===== src/rtl/tri_raster_scan.sv =====
// Triangle rasteriser: accepts three vertices and streams every enclosed lattice
// point in raster order using incremental edge functions, with output backpressure.
module tri_raster_scan #(
  parameter int CW = 3,
  parameter int EW = 2*CW+4
) (
  input  logic          clk,
  input  logic          reset_n,
  input  logic          in_valid,
  output logic          in_ready,
  input  logic [CW-1:0] x0,
  input  logic [CW-1:0] y0,
  input  logic [CW-1:0] x1,
  input  logic [CW-1:0] y1,
  input  logic [CW-1:0] x2,
  input  logic [CW-1:0] y2,
  input  logic          edge_incl,
  output logic          out_valid,
  input  logic          out_ready,
  output logic [CW-1:0] xo,
  output logic [CW-1:0] yo,
  output logic          busy,
  output logic          done,
  output logic [2*CW:0] pt_count
);

  localparam logic [2:0] IDLE  = 3'd0;
  localparam logic [2:0] SETUP = 3'd1;
  localparam logic [2:0] ROW   = 3'd2;
  localparam logic [2:0] SCAN  = 3'd3;
  localparam logic [2:0] FLUSH = 3'd4;
  localparam logic [2:0] DONE  = 3'd5;

  localparam logic signed [EW-1:0] ZERO  = {EW{1'b0}};
  localparam logic [CW:0]          ONE_C = {{CW{1'b0}}, 1'b1};
  localparam logic [2*CW:0]        ONE_P = {{(2*CW){1'b0}}, 1'b1};

  function automatic logic signed [EW-1:0] ext(input logic [CW:0] v);
    return $signed({{(EW-CW-1){1'b0}}, v});
  endfunction

  function automatic logic signed [EW-1:0] edge_c(input logic [CW-1:0] xi, yi, xj, yj);
    return ext({1'b0, xi}) * ext({1'b0, yj}) - ext({1'b0, xj}) * ext({1'b0, yi});
  endfunction

  function automatic logic [CW-1:0] min3(input logic [CW-1:0] p, q, r);
    logic [CW-1:0] m;
    m = (p < q) ? p : q;
    return (r < m) ? r : m;
  endfunction

  function automatic logic [CW-1:0] max3(input logic [CW-1:0] p, q, r);
    logic [CW-1:0] m;
    m = (p > q) ? p : q;
    return (r > m) ? r : m;
  endfunction

  logic [2:0]             st_r, nxt_s;
  logic [CW-1:0]          vx_r [3];
  logic [CW-1:0]          vy_r [3];
  logic                   incl_r;
  logic signed [EW-1:0]   a_r [3];
  logic signed [EW-1:0]   b_r [3];
  logic signed [EW-1:0]   c_r [3];
  logic signed [EW-1:0]   e_r [3];
  logic signed [EW-1:0]   sa_s [3];
  logic signed [EW-1:0]   sb_s [3];
  logic signed [EW-1:0]   sc_s [3];
  logic signed [EW-1:0]   re_s [3];
  logic signed [EW-1:0]   area_s;
  logic [CW:0]            x_r, y_r, xmin_r, xmax_r, ymax_r;
  logic                   accept_s, stall_s, inside_s, row_end_s, last_row_s;

  assign accept_s   = (st_r == IDLE) && in_valid && in_ready;
  assign stall_s    = out_valid && !out_ready;
  assign row_end_s  = (x_r == xmax_r);
  assign last_row_s = (y_r == ymax_r);

  // Edge k runs from vertex k to vertex k+1 (mod 3)
  assign sa_s[0] = ext({1'b0, vy_r[0]}) - ext({1'b0, vy_r[1]});
  assign sb_s[0] = ext({1'b0, vx_r[1]}) - ext({1'b0, vx_r[0]});
  assign sc_s[0] = edge_c(vx_r[0], vy_r[0], vx_r[1], vy_r[1]);
  assign sa_s[1] = ext({1'b0, vy_r[1]}) - ext({1'b0, vy_r[2]});
  assign sb_s[1] = ext({1'b0, vx_r[2]}) - ext({1'b0, vx_r[1]});
  assign sc_s[1] = edge_c(vx_r[1], vy_r[1], vx_r[2], vy_r[2]);
  assign sa_s[2] = ext({1'b0, vy_r[2]}) - ext({1'b0, vy_r[0]});
  assign sb_s[2] = ext({1'b0, vx_r[0]}) - ext({1'b0, vx_r[2]});
  assign sc_s[2] = edge_c(vx_r[2], vy_r[2], vx_r[0], vy_r[0]);
  assign area_s  = sa_s[0] * ext({1'b0, vx_r[2]}) + sb_s[0] * ext({1'b0, vy_r[2]}) + sc_s[0];

  // Edge values at the start of the current row
  always_comb begin
    for (int k = 0; k < 3; k++) begin
      re_s[k] = a_r[k] * ext(xmin_r) + b_r[k] * ext(y_r) + c_r[k];
    end
  end

  // Inside test for the pixel under evaluation
  always_comb begin
    if (incl_r) begin
      inside_s = (e_r[0] >= ZERO) && (e_r[1] >= ZERO) && (e_r[2] >= ZERO);
    end else begin
      inside_s = (e_r[0] > ZERO) && (e_r[1] > ZERO) && (e_r[2] > ZERO);
    end
  end

  // Next-state selection
  always_comb begin
    nxt_s = st_r;
    case (st_r)
      IDLE:  nxt_s = accept_s ? SETUP : IDLE;
      SETUP: nxt_s = (area_s == ZERO) ? DONE : ROW;
      ROW:   nxt_s = SCAN;
      SCAN: begin
        if (stall_s) begin
          nxt_s = SCAN;
        end else if (row_end_s) begin
          nxt_s = last_row_s ? FLUSH : ROW;
        end else begin
          nxt_s = SCAN;
        end
      end
      FLUSH: nxt_s = (!out_valid || out_ready) ? DONE : FLUSH;
      DONE:  nxt_s = IDLE;
      default: nxt_s = IDLE;
    endcase
  end

  // State, job parameters and scan datapath
  always_ff @(posedge clk or negedge reset_n) begin
    if (!reset_n) begin
      st_r   <= IDLE;
      incl_r <= 1'b0;
      x_r    <= {(CW+1){1'b0}};
      y_r    <= {(CW+1){1'b0}};
      xmin_r <= {(CW+1){1'b0}};
      xmax_r <= {(CW+1){1'b0}};
      ymax_r <= {(CW+1){1'b0}};
      for (int k = 0; k < 3; k++) begin
        vx_r[k] <= {CW{1'b0}};
        vy_r[k] <= {CW{1'b0}};
        a_r[k]  <= ZERO;
        b_r[k]  <= ZERO;
        c_r[k]  <= ZERO;
        e_r[k]  <= ZERO;
      end
    end else begin
      st_r <= nxt_s;
      case (st_r)
        IDLE: begin
          if (accept_s) begin
            vx_r[0] <= x0; vy_r[0] <= y0;
            vx_r[1] <= x1; vy_r[1] <= y1;
            vx_r[2] <= x2; vy_r[2] <= y2;
            incl_r  <= edge_incl;
          end
        end
        SETUP: begin
          xmin_r <= {1'b0, min3(vx_r[0], vx_r[1], vx_r[2])};
          xmax_r <= {1'b0, max3(vx_r[0], vx_r[1], vx_r[2])};
          ymax_r <= {1'b0, max3(vy_r[0], vy_r[1], vy_r[2])};
          y_r    <= {1'b0, min3(vy_r[0], vy_r[1], vy_r[2])};
          // Clockwise winding: flip every edge so inside is always E >= 0
          for (int k = 0; k < 3; k++) begin
            a_r[k] <= (area_s < ZERO) ? -sa_s[k] : sa_s[k];
            b_r[k] <= (area_s < ZERO) ? -sb_s[k] : sb_s[k];
            c_r[k] <= (area_s < ZERO) ? -sc_s[k] : sc_s[k];
          end
        end
        ROW: begin
          x_r <= xmin_r;
          for (int k = 0; k < 3; k++) begin
            e_r[k] <= re_s[k];
          end
        end
        SCAN: begin
          if (!stall_s) begin
            x_r <= x_r + ONE_C;
            for (int k = 0; k < 3; k++) begin
              e_r[k] <= e_r[k] + a_r[k];
            end
            if (row_end_s && !last_row_s) begin
              y_r <= y_r + ONE_C;
            end
          end
        end
        default: ;
      endcase
    end
  end

  // Registered outputs
  always_ff @(posedge clk or negedge reset_n) begin
    if (!reset_n) begin
      in_ready  <= 1'b0;
      out_valid <= 1'b0;
      xo        <= {CW{1'b0}};
      yo        <= {CW{1'b0}};
      busy      <= 1'b0;
      done      <= 1'b0;
      pt_count  <= {(2*CW+1){1'b0}};
    end else begin
      in_ready <= (nxt_s == IDLE);
      done     <= (st_r == DONE);
      case (st_r)
        IDLE: begin
          if (accept_s) begin
            busy     <= 1'b1;
            pt_count <= {(2*CW+1){1'b0}};
          end
        end
        SCAN: begin
          if (!stall_s) begin
            if (inside_s) begin
              out_valid <= 1'b1;
              xo        <= x_r[CW-1:0];
              yo        <= y_r[CW-1:0];
              pt_count  <= pt_count + ONE_P;
            end else begin
              out_valid <= 1'b0;
            end
          end
        end
        ROW, FLUSH: begin
          if (out_ready) begin
            out_valid <= 1'b0;
          end
        end
        DONE: begin
          busy      <= 1'b0;
          out_valid <= 1'b0;
          xo        <= {CW{1'b0}};
          yo        <= {CW{1'b0}};
        end
        default: ;
      endcase
    end
  end

endmodule


===== config.mk =====
export PLATFORM = sky130hd
export DESIGN_NAME = tri_raster_scan
export DESIGN_NICKNAME = d
export VERILOG_FILES = /design/src/rtl/tri_raster_scan.sv
export SDC_FILE = /design/constraint.sdc
export NUM_CORES = 1
export LEC_CHECK = 0
export BUFFER_PORTS_ARGS = -buffer_cell sky130_fd_sc_hd__buf_4
export CAP_MARGIN = 5
export CORE_MARGIN = 8
export CORE_UTILIZATION = 70
export DETAILED_ROUTE_END_ITERATION = 10
export PLACE_DENSITY_LB_ADDON = 0.1
export REMOVE_ABC_BUFFERS = 1
export SLEW_MARGIN = 20
export SYNTH_ARGS = -nofsm -noshare
export SYNTH_HDL_FRONTEND = slang
export SYNTH_SLANG_ARGS = --single-unit

===== constraint.sdc =====
create_clock -name clk -period 16.21 [get_ports clk]
set_clock_uncertainty 0.15 [all_clocks]
set_input_delay 2.4315 -clock clk [delete_from_list [all_inputs] [get_ports clk]]
set_output_delay 2.4315 -clock clk [all_outputs]
set_load 0.03 [all_outputs]

==> results.sh, run 1 <==
export IMPL_grt_pass1_vias=15036
export IMPL_clkTransAtPathRegs_ns=0.08
export IMPL_first_pass_iters=6
export IMPL_numPortBuffers=39
export IMPL_gp_congestion=0.949
export IMPL_remaining_drc_errors=0
export IMPL_relSlewSlack_pct=28.7
export IMPL_cts_hold_buf=0
export IMPL_fill_cells=1933
export IMPL_synth_cell_types=59
export IMPL_grt_use_total_pct=31.0
export IMPL_synthArstFlopShare_pct=100
export IMPL_reg2reg_from="vy_r[7]"
export IMPL_cts_resized=0
export IMPL_cts_sinks=166
export IMPL_cts_buffers_inserted=17
export IMPL_tns_ns=0
export IMPL_whs_path_depth=2
export IMPL_cpMostUsedCell="fa_1"
export IMPL_reg2regPathDepth=24
export IMPL_min_period_over_period_pct=51.8
export IMPL_maxCapViolCount=0
export IMPL_grt_pass1_wl_mm=77.8
export IMPL_path_cells="clkinv_1 > nor2_1 > fa_1 > ha_1 > inv_1 > fa_1 > ha_1 > fa_1 > a21o_1 > a21oi_1 > fa_1 > inv_1 > fa_1 > fa_1 > inv_1 > fa_1 > ha_1 > or4_4 > o22ai_4 > xor2_4 > buf_4 > nor2_1 > xnor2_1 > mux2_2"
export IMPL_status="complete, no violations"
export IMPL_antenna_found_initial=0
export IMPL_synthFlopType="dfrtp_1"
export IMPL_clk_insertion_delay_late_ns=0.45
export IMPL_ys_seq_elements=166
export IMPL_hold_class="flop to flop"
export IMPL_endpoint_kind="flop"
export IMPL_wire_per_inst_um=18.8
export IMPL_hold_viol_final=0
export IMPL_root_buffer="clkbuf_16"
export IMPL_critical_path_required_ns=16.39
export IMPL_synth_edf_count=0
export IMPL_post_cts_setup_buffers=0
export IMPL_grt_overflow=0
export IMPL_start_kind="flop"
export IMPL_final_nets=2570
export IMPL_setup_viol=0
export IMPL_worstMarginPinSlew_ns=1.07
export IMPL_syn_inst=2126
export IMPL_cts_buffer_depth=2
export IMPL_synth_area_per_cell_um2=8.78
export IMPL_crit_slowest_cell="a21oi_1"
export IMPL_min_delay_start="yo[2]"
export IMPL_ys_seq_area_share_pct=22.2
export IMPL_cp_max_fo=45
export IMPL_fin_crit_ns=8.40
export IMPL_fp_dieH_um=179
export IMPL_max_freq_mhz=119
export IMPL_core_region_area_um2=26100
export IMPL_crit_start="vy_r[7]"
export IMPL_viasPerCell=5.89
export IMPL_final_antenna_net_count=0
export IMPL_dp_hpwl_mm=36.2
export IMPL_layout_drive_gt1_share_pct=5.41
export IMPL_worst_ep_arrival_time_ns=8.58
export IMPL_yosysWarnings=0
export IMPL_syn_area_um2=18700
export IMPL_dieArea_um2=32200
export IMPL_first_iter_violations=1135
export IMPL_area_sequential_um2=4150
export IMPL_syn2layout_area_growth_pct=6.39
export IMPL_vias=14604
export IMPL_grt_max_degree=87
export IMPL_cts_tree="built"
export IMPL_dieWidth_um=179
export IMPL_htreeDepth=4
export IMPL_rows=59
export IMPL_ios=40
export IMPL_wirelength_mm=46.7
export IMPL_crit_path_max_incr_delay_ns=0.59
export IMPL_rsz0062_at_grt="no"
export IMPL_antenna_cells=0
export IMPL_start_util_pct=71.5
export IMPL_slew_viol_final=0
export IMPL_critPathKind="flop to flop"
export IMPL_multi_input_area_um2=13100
==> per-layer routing <==
| layer | track usage (%) | part of all wire [%] | vias to the layer above |
|---|---|---|---|
| met5 | 0 | 0 | - |
| met3 | 4.13 | 6.2 | 79 |
| li1 | - | - | 6874 |
| met4 | 9.72 | 2.4 | 0 |
| met2 | 51.7 | 47 | 473 |
| met1 | 41.8 | 44 | 7178 |
==> per-stage QoR <==
stage               instances  utilization [%]  setup slack [ns]  area, um2  hold WS, ns
floorplan                2057                -              7.57      18400        0.300
global placement         2448             73.7              8.03      19300        0.312
detailed placement       2448             73.7              7.84      19300        0.325
CTS                      2480             76.0              7.82      19900        0.345
global route             2480             76.0              7.36      19900        0.362
finish                   2480             76.0              7.81      19900        0.340
==> logic make-up after synthesis <==
family                   share of synthesized area [%]
multiplexers                                      1.23
AO/OA/AOI/OAI                                     11.1
buffers and inverters                             7.57
AND/OR/NAND/NOR                                   16.3
adder cells (fa/ha/maj)                           35.3
XOR/XNOR                                          6.24
flip-flops                                        22.2
==> Yosys cell counts (3+ instances only) <==
cell type	number	area (um2)
nor4_1	5	31.3
buf_2	5	25.0
mux2_2	7	78.8
nor2_2	6	37.5
a2bb2oi_1	3	26.3
and2_1	104	651
clkbuf_1	61	229
a21oi_1	84	420
a21o_1	38	285
inv_1	299	1120
fa_1	186	3720
a31oi_1	19	119
nand2b_1	13	81.3
a221oi_1	3	26.3
mux2i_1	15	150
nor2b_1	14	87.6
dfrtp_1	166	4150
xor2_1	49	429
xnor2_1	81	709
nand3_1	21	105
a211oi_1	6	45.0
clkinv_1	6	22.5
nor3_1	30	150
and3_1	8	50.1
o21a_1	24	180
ha_1	229	2870
o211ai_1	3	22.5
a211o_1	5	43.8
nor2_1	147	552
o31ai_1	4	30.0
nand4_1	6	37.5
nand3b_1	4	30.0
o21ai_0	133	666
o21ai_1	3	15.0
nand2_1	300	1130
or3_1	7	43.8
==> path summary, 6_finish.rpt <==
| kind | slack, ns | endpoint |
|---|---|---|
| min in group asynchronous | 1.90 | e_r[0] |
| min | 0.34 | yo[2] |
| max reg2reg | 7.81 | a_r[2] |
| min reg2reg | 0.34 | yo[2] |
| max | 7.81 | a_r[2] |
| max in group asynchronous | 12.73 | pt_count[2] |
==> critical path: cells and delay by family, from the launching register on <==
kind / cells / cell delay (ns)
AOI/OAI and AO/OA: 3 / 1.03
xor gates and xnor gates: 2 / 0.31
adders and majority gates: 10 / 4.17
buffers and inverters: 5 / 0.97
DFF: 1 / 0.44
muxes: 1 / 0.27
and+or+nand+nor: 3 / 0.91
==> cell usage in the layout, fill, tap and decap left out, drive strengths merged, types with 7 or more instances in the layout <==
cell type | synthesis | routed
a21o | 38 | 38
xor2 | 50 | 50
nor2 | 153 | 153
nand3 | 21 | 21
and3 | 8 | 8
dfrtp | 166 | 166
nor2b | 14 | 14
buf | 8 | 56
mux2i | 15 | 15
mux2 | 7 | 7
o21a | 24 | 24
fa | 186 | 186
nand2b | 13 | 13
or3 | 7 | 7
o21ai | 136 | 136
nor3 | 31 | 31
clkbuf | 61 | 18
inv | 299 | 308
xnor2 | 81 | 81
a21oi | 85 | 85
nand2 | 300 | 300
a31oi | 19 | 19
ha | 229 | 229
and2 | 104 | 104
==> sequential cells by signal, summed over array words and instances (netlist names) <==
signal / count
a_r: 25
out_valid: 1
in_ready: 1
x_r: 4
vy_r: 9
xmax_r: 3
xmin_r: 3
done: 1
b_r: 25
busy: 1
e_r: 30
xo: 3
pt_count: 7
incl_r: 1
yo: 3
st_r: 3
ymax_r: 3
c_r: 30
y_r: 4
vx_r: 9
==> final cells by class <==
| class | count | share of cell area, % |
|---|---|---|
| flip-flops and latches | 166 | 20.9 |
| clock buffers | 18 | 2.21 |
| inverters | 305 | 5.76 |
| multi-input cells | 1586 | 66.1 |
| well taps | 335 | 2.11 |
| clock inverters | 14 | 0.775 |
| repair buffers | 56 | 2.15 |
Power of run 1 is left out: the tool's default activity adds up to more than one toggle a clock period on the data nets, which glitch-free logic cannot reach.
==> run 2, diff against run 1 <==
--- a/config.mk
+++ b/config.mk
@@ -8,7 +8,7 @@
 export BUFFER_PORTS_ARGS = -buffer_cell sky130_fd_sc_hd__buf_4
 export CAP_MARGIN = 5
 export CORE_MARGIN = 8
-export CORE_UTILIZATION = 70
+export CORE_UTILIZATION = 66
 export DETAILED_ROUTE_END_ITERATION = 10
 export PLACE_DENSITY_LB_ADDON = 0.1
 export REMOVE_ABC_BUFFERS = 1
==> constraint.sdc (replaced) <==
create_clock -name clk -period 8.3 [get_ports clk]
set_clock_uncertainty 0.15 [all_clocks]
set_input_delay 1.245 -clock clk [delete_from_list [all_inputs] [get_ports clk]]
set_output_delay 1.245 -clock clk [all_outputs]
set_load 0.03 [all_outputs]
==> run 2 against run 1 <==
Net effect:
- register-to-register slack worse by 7.2 ns
- critical endpoint is now st_r[1]
- setup slack got worse by 7.2 ns
- largest cell class unchanged
- die area grew 5.5%
- clock-buffer cell count shrank 1
- cell count increased by 2.0%
- critical path depth up 1
- wire length fell by 2.4%
- via count shrank 1.2%
- global-route usage shrank 2.6 points
- hold slack lost 0.0065 ns
- design area rose by 0.81%
==> results.sh, run 2 (same netlist as run 1, synthesis figures left out) <==
export IMPL_clkTransAtPathRegs_ns=0.08
export IMPL_cpMostUsedCell="fa_1"
export IMPL_fill_cells=2173
export IMPL_rows=61
export IMPL_dp_hpwl_mm=35.9
export IMPL_antenna_cells=0
export IMPL_dieWidth_um=184
export IMPL_start_util_pct=67.0
export IMPL_viasPerCell=5.70
export IMPL_reg2reg_from="vx_r[4]"
export IMPL_whs_path_depth=2
export IMPL_hold_class="flop to flop"
export IMPL_cts_buffers_inserted=17
export IMPL_cts_buffer_depth=2
export IMPL_layout_drive_gt1_share_pct=5.76
export IMPL_post_cts_setup_buffers=0
export IMPL_htreeDepth=4
export IMPL_final_common_cell="nand2_1"
export IMPL_wire_per_inst_um=18.0
export IMPL_vias=14427
export IMPL_maxCapViolCount=0
export IMPL_top_regs="c_r: 30 flops, e_r: 30 flops"
export IMPL_r2r_setup_slack_ns=0.56
export IMPL_grt_use_total_pct=28.4
export IMPL_gp_congestion=0.960
export IMPL_final_nets=2577
export IMPL_min_period_over_period_pct=93.3
export IMPL_dieArea_um2=33900
export IMPL_max_freq_mhz=129
export IMPL_core_region_area_um2=27900
export IMPL_root_buffer="clkbuf_16"
export IMPL_most_common_layout_cells="nand2_1, inv_1, ha_1"
export IMPL_whs_endpoint="yo[2]"
export IMPL_clk_insertion_delay_late_ns=0.44
export IMPL_worst_ep_arrival_time_ns=7.90
export IMPL_wirelength_mm=45.6
export IMPL_grt_max_degree=104
export IMPL_grt_pass1_wl_mm=76.1
export IMPL_crit_path_max_incr_delay_ns=0.59
export IMPL_relSlewSlack_pct=29.8
export IMPL_final_antenna_net_count=0
export IMPL_reg2reg_to="st_r[1]"
export IMPL_hold_slack_ns=0.334
export IMPL_pre_cts_ws_ns=0.517
export IMPL_endpoint_kind="flop"
export IMPL_start_kind="flop"
export IMPL_grt_pass1_vias=14851
export IMPL_fin_ws_ns=0.556
export IMPL_remaining_drc_errors=0
export IMPL_numPortBuffers=39
export IMPL_critical_path_required_ns=8.46
export IMPL_reg2regPathDepth=25
export IMPL_hold_viol_final=0
export IMPL_critPathKind="flop to flop"
export IMPL_syn2layout_area_growth_pct=7.26
export IMPL_utilization_pct=71.9
export IMPL_antenna_found_initial=0
export IMPL_setup_viol=0
export IMPL_ios=40
export IMPL_fin_crit_ns=7.74
export IMPL_path_buf_inv=6
export IMPL_crit_slowest_cell="fa_1"
export IMPL_cts_resized=0
export IMPL_cts_hold_buf=0
export IMPL_first_pass_iters=5
export IMPL_cp_top_family="adder cells"
export IMPL_rsz0062_at_grt="no"
export IMPL_worstMarginPinSlew_ns=1.05
export IMPL_cts_tree="built"
export IMPL_cts_sinks=166
export IMPL_status="complete, no violations"
export IMPL_slew_viol_final=0
export IMPL_fp_dieH_um=184
export IMPL_cp_max_fo=46
export IMPL_grt_overflow=0
export IMPL_min_delay_start="yo[2]"
export IMPL_first_iter_violations=973
[run 2: metal layers]
| layer | GRT usage, % | vias up | wire length, um |
|---|---|---|---|
| met2 | 47.7 | 421 | 21600 |
| met1 | 38.1 | 7046 | 20200 |
| met3 | 4.02 | 68 | 2720 |
| met5 | 0 | - | 0 |
| met4 | 8.07 | 0 | 1090 |
| li1 | - | 6892 | - |
[run 2: through the flow]
stage | cells | cell area, um2 | setup TNS [ns]
floorplan | 2057 | 18400 | -5.64
global placement | 2497 | 19400 | 0
detailed placement | 2497 | 19400 | 0
CTS | 2529 | 20000 | 0
global route | 2530 | 20000 | 0
finish | 2530 | 20000 | 0
[run 2: worst max path at each step]
stage | from | endpoint | slack [ns] | cells after the start
2_1_floorplan | vy_r[7] | c_r[3] | -0.34 | 24
3_3_place_gp | vx_r[4] | st_r[1] | 0.64 | 25
3_5_place_dp | vx_r[4] | st_r[1] | 0.52 | 25
4_1_cts | vx_r[4] | st_r[1] | 0.50 | 25
5_1_grt | vx_r[4] | st_r[1] | 0.10 | 25
6_report | vx_r[4] | st_r[1] | 0.56 | 25
[run 2: layout make-up]
class | count | area (um2) | share of cell area (%)
well taps | 378 | 473 | 2.36
multi-input cells | 1586 | 13100 | 65.5
clock inverters | 15 | 180 | 0.900
clock buffers | 17 | 425 | 2.12
repair buffers | 63 | 522 | 2.61
inverters | 305 | 1140 | 5.72
flip-flops and latches | 166 | 4160 | 20.7
[run 2: tightest hold or removal path, stage by stage, from the launching register on]
cell and delay, ns:
dfrtp_1 0.35, nand2_1 0.05, o21ai_0 0.06
Power of run 2 is left out for the same reason.
==> run 3, diff against run 2 <==
--- a/config.mk
+++ b/config.mk
@@ -5,6 +5,7 @@
 export SDC_FILE = /design/constraint.sdc
 export NUM_CORES = 1
 export LEC_CHECK = 0
+export ABC_AREA = 1
 export BUFFER_PORTS_ARGS = -buffer_cell sky130_fd_sc_hd__buf_4
 export CAP_MARGIN = 5
 export CORE_MARGIN = 8
==> run 3 against run 2 <==
Net effect:
- register-to-register slack better by 0.13 ns
- design area is 4.2% higher
- utilization is 1.1 points lower
- synthesized area is 5.3% higher
- synthesized cell count is 21% higher
- non-clock buffer count is 11 lower
- wire length is 8.7% higher
- critical path depth is 4 higher
- via count is 15% higher
- cell count is 18% higher
- fmax is 1.7% higher
==> results.sh, run 3 <==
export IMPL_grt_overflow=0
export IMPL_fin_ws_ns=0.689
export IMPL_slew_viol_final=0
export IMPL_use_met3_pct=4.33
export IMPL_syn2layout_area_growth_pct=6.15
export IMPL_start_kind="flop"
export IMPL_cpMostUsedCell="nand2_1"
export IMPL_clk_insertion_delay_late_ns=0.45
export IMPL_post_cts_setup_buffers=0
export IMPL_netlist_top_cells_count="nand2_1, inv_1, ha_1, fa_1, dfrtp_1"
export IMPL_met2_usage_pct=51.5
export IMPL_final_antenna_net_count=0
export IMPL_start_util_pct=66.7
export IMPL_final_common_cell="nand2_1"
export IMPL_gp_congestion=0.930
export IMPL_cp_top_family="adder cells"
export IMPL_endpoint_kind="flop"
export IMPL_synth_compound_area_share_pct=9.92
export IMPL_synth_edf_count=0
export IMPL_synth_fa_ha_area_share_pct=33.5
export IMPL_crit_path_max_incr_delay_ns=0.60
export IMPL_fp_dieH_um=189
export IMPL_crit_start="vx_r[7]"
export IMPL_maxCapViolCount=0
export IMPL_cp_max_fo=19
export IMPL_dieArea_um2=35600
export IMPL_grt_use_total_pct=29.1
export IMPL_most_common_layout_cells="nand2_1, inv_1, ha_1"
export IMPL_synthArstFlopShare_pct=100
export IMPL_synth_area_per_cell_um2=7.62
export IMPL_htreeDepth=4
export IMPL_cts_sinks=166
export IMPL_status="complete, no violations"
export IMPL_ys_seq_elements=166
export IMPL_crit_slowest_cell="fa_1"
export IMPL_wirelength_mm=49.6
export IMPL_worst_ep_arrival_time_ns=7.76
export IMPL_reg2reg_from="vx_r[7]"
export IMPL_relSlewSlack_pct=27.5
export IMPL_root_buffer="clkbuf_16"
export IMPL_ys_seq_area_share_pct=21.1
export IMPL_yosysTopAreaCell="dfrtp_1"
export IMPL_fill_cells=2462
export IMPL_synthMostInstantiatedCell="nand2_1"
export IMPL_cts_resized=0
export IMPL_cts_buffers_inserted=17
export IMPL_numPortBuffers=39
export IMPL_rows=63
export IMPL_hold_class="flop to flop"
export IMPL_fin_crit_ns=7.61
export IMPL_worstMarginPinSlew_ns=1.09
export IMPL_cts_tree="built"
export IMPL_cts_buffer_depth=2
export IMPL_wire_per_inst_um=16.6
export IMPL_synth_xor_area_share_pct=3.21
export IMPL_ios=40
export IMPL_grt_most_used_layer="met2"
export IMPL_yosysWarnings=0
export IMPL_first_pass_iters=5
export IMPL_path_buf_inv=5
export IMPL_synthTopCellsByArea="dfrtp_1, fa_1, ha_1"
export IMPL_max_freq_mhz=131
export IMPL_min_delay_start="busy"
export IMPL_tns_ns=0
export IMPL_grt_pass1_vias=17190
export IMPL_utilization_pct=70.8
export IMPL_pre_cts_ws_ns=0.711
export IMPL_antenna_found_initial=0
export IMPL_synth_simple_area_share_pct=19.5
export IMPL_synthFlopType="dfrtp_1"
export IMPL_use_met1_pct=34.9
export IMPL_rsz0062_at_grt="no"
export IMPL_grt_pass1_wl_mm=83.9
export IMPL_syn_inst=2581
export IMPL_viasPerCell=5.57
export IMPL_synth_cell_types=43
export IMPL_core_region_area_um2=29500
export IMPL_synth_top_family_by_area="adder cells"
export IMPL_vias=16581
export IMPL_grt_max_degree=111
export IMPL_setup_viol=0
export IMPL_first_iter_violations=1013
export IMPL_critPathKind="flop to flop"
export IMPL_final_nets=3012
export IMPL_hold_viol_final=0
export IMPL_yosysTopAreaCellShare_pct=21.1
export IMPL_layout_drive_gt1_share_pct=4.10
export IMPL_critical_path_required_ns=8.45
export IMPL_synth_mux_area_share_pct=0.0509
export IMPL_remaining_drc_errors=0
export IMPL_syn_area_um2=19700
export IMPL_top_regs="c_r: 30 flops, e_r: 30 flops"
export IMPL_clkTransAtPathRegs_ns=0.08
export IMPL_dp_hpwl_mm=38.8
export IMPL_dieWidth_um=189
export IMPL_min_period_over_period_pct=91.7
export IMPL_antenna_cells=0
export IMPL_cts_hold_buf=0
-- run 3: worst paths after layout --
kind / endpoint / slack [ns] / cells after the start
worst max-delay path: c_r[19] / 0.69 / 29
worst min-delay path: busy / 0.34 / 2
worst max register to register: c_r[19] / 0.69 / 29
worst min register to register: busy / 0.34 / 2
max in group asynchronous: y_r[1] / 5.85 / 2
min in group asynchronous: e_r[8] / 0.76 / 1
-- run 3: logic make-up (layout without fill, tap and decap cells) --
family          count (synthesis)  after routing
compound gates                339            339
simple gates                  938            938
flops                         166            166
mux                             1              1
xor+xnor                       72             72
fa+ha+maj                     415            415
buf+inv                       650            656
-- run 3: routing by layer --
layer,part of all wire [%],wire [um]
met3,5.3,2640
met2,50,25000
met5,0,0
met1,40,20100
met4,3.7,1840
-- run 3: area by class of cell --
| class | count | area (um2) | share of cell area (%) |
|---|---|---|---|
| multi-input combinational | 1765 | 13000 | 62.4 |
| sequential | 166 | 4160 | 19.9 |
| inverter | 572 | 2150 | 10.3 |
| tap | 390 | 488 | 2.34 |
| clock buffer | 18 | 429 | 2.06 |
| timing repair buffer | 52 | 422 | 2.02 |
| clock inverter | 14 | 211 | 1.01 |
-- run 3: per-stage QoR --
| step | hold slack (ns) | instance area (um2) | std cells |
|---|---|---|---|
| floorplan | 0.306 | 19300 | 2503 |
| global placement | 0.320 | 20200 | 2945 |
| detailed placement | 0.329 | 20200 | 2945 |
| CTS | 0.346 | 20900 | 2977 |
| global route | 0.364 | 20900 | 2977 |
| finish | 0.342 | 20900 | 2977 |
-- run 3: tightest hold or removal path, cell delays in order (launching register included) --
cell	delay, ns
dfrtp_1	0.35
nand2_1	0.06
nand2_1	0.05
Power of run 3 is left out for the same reason.
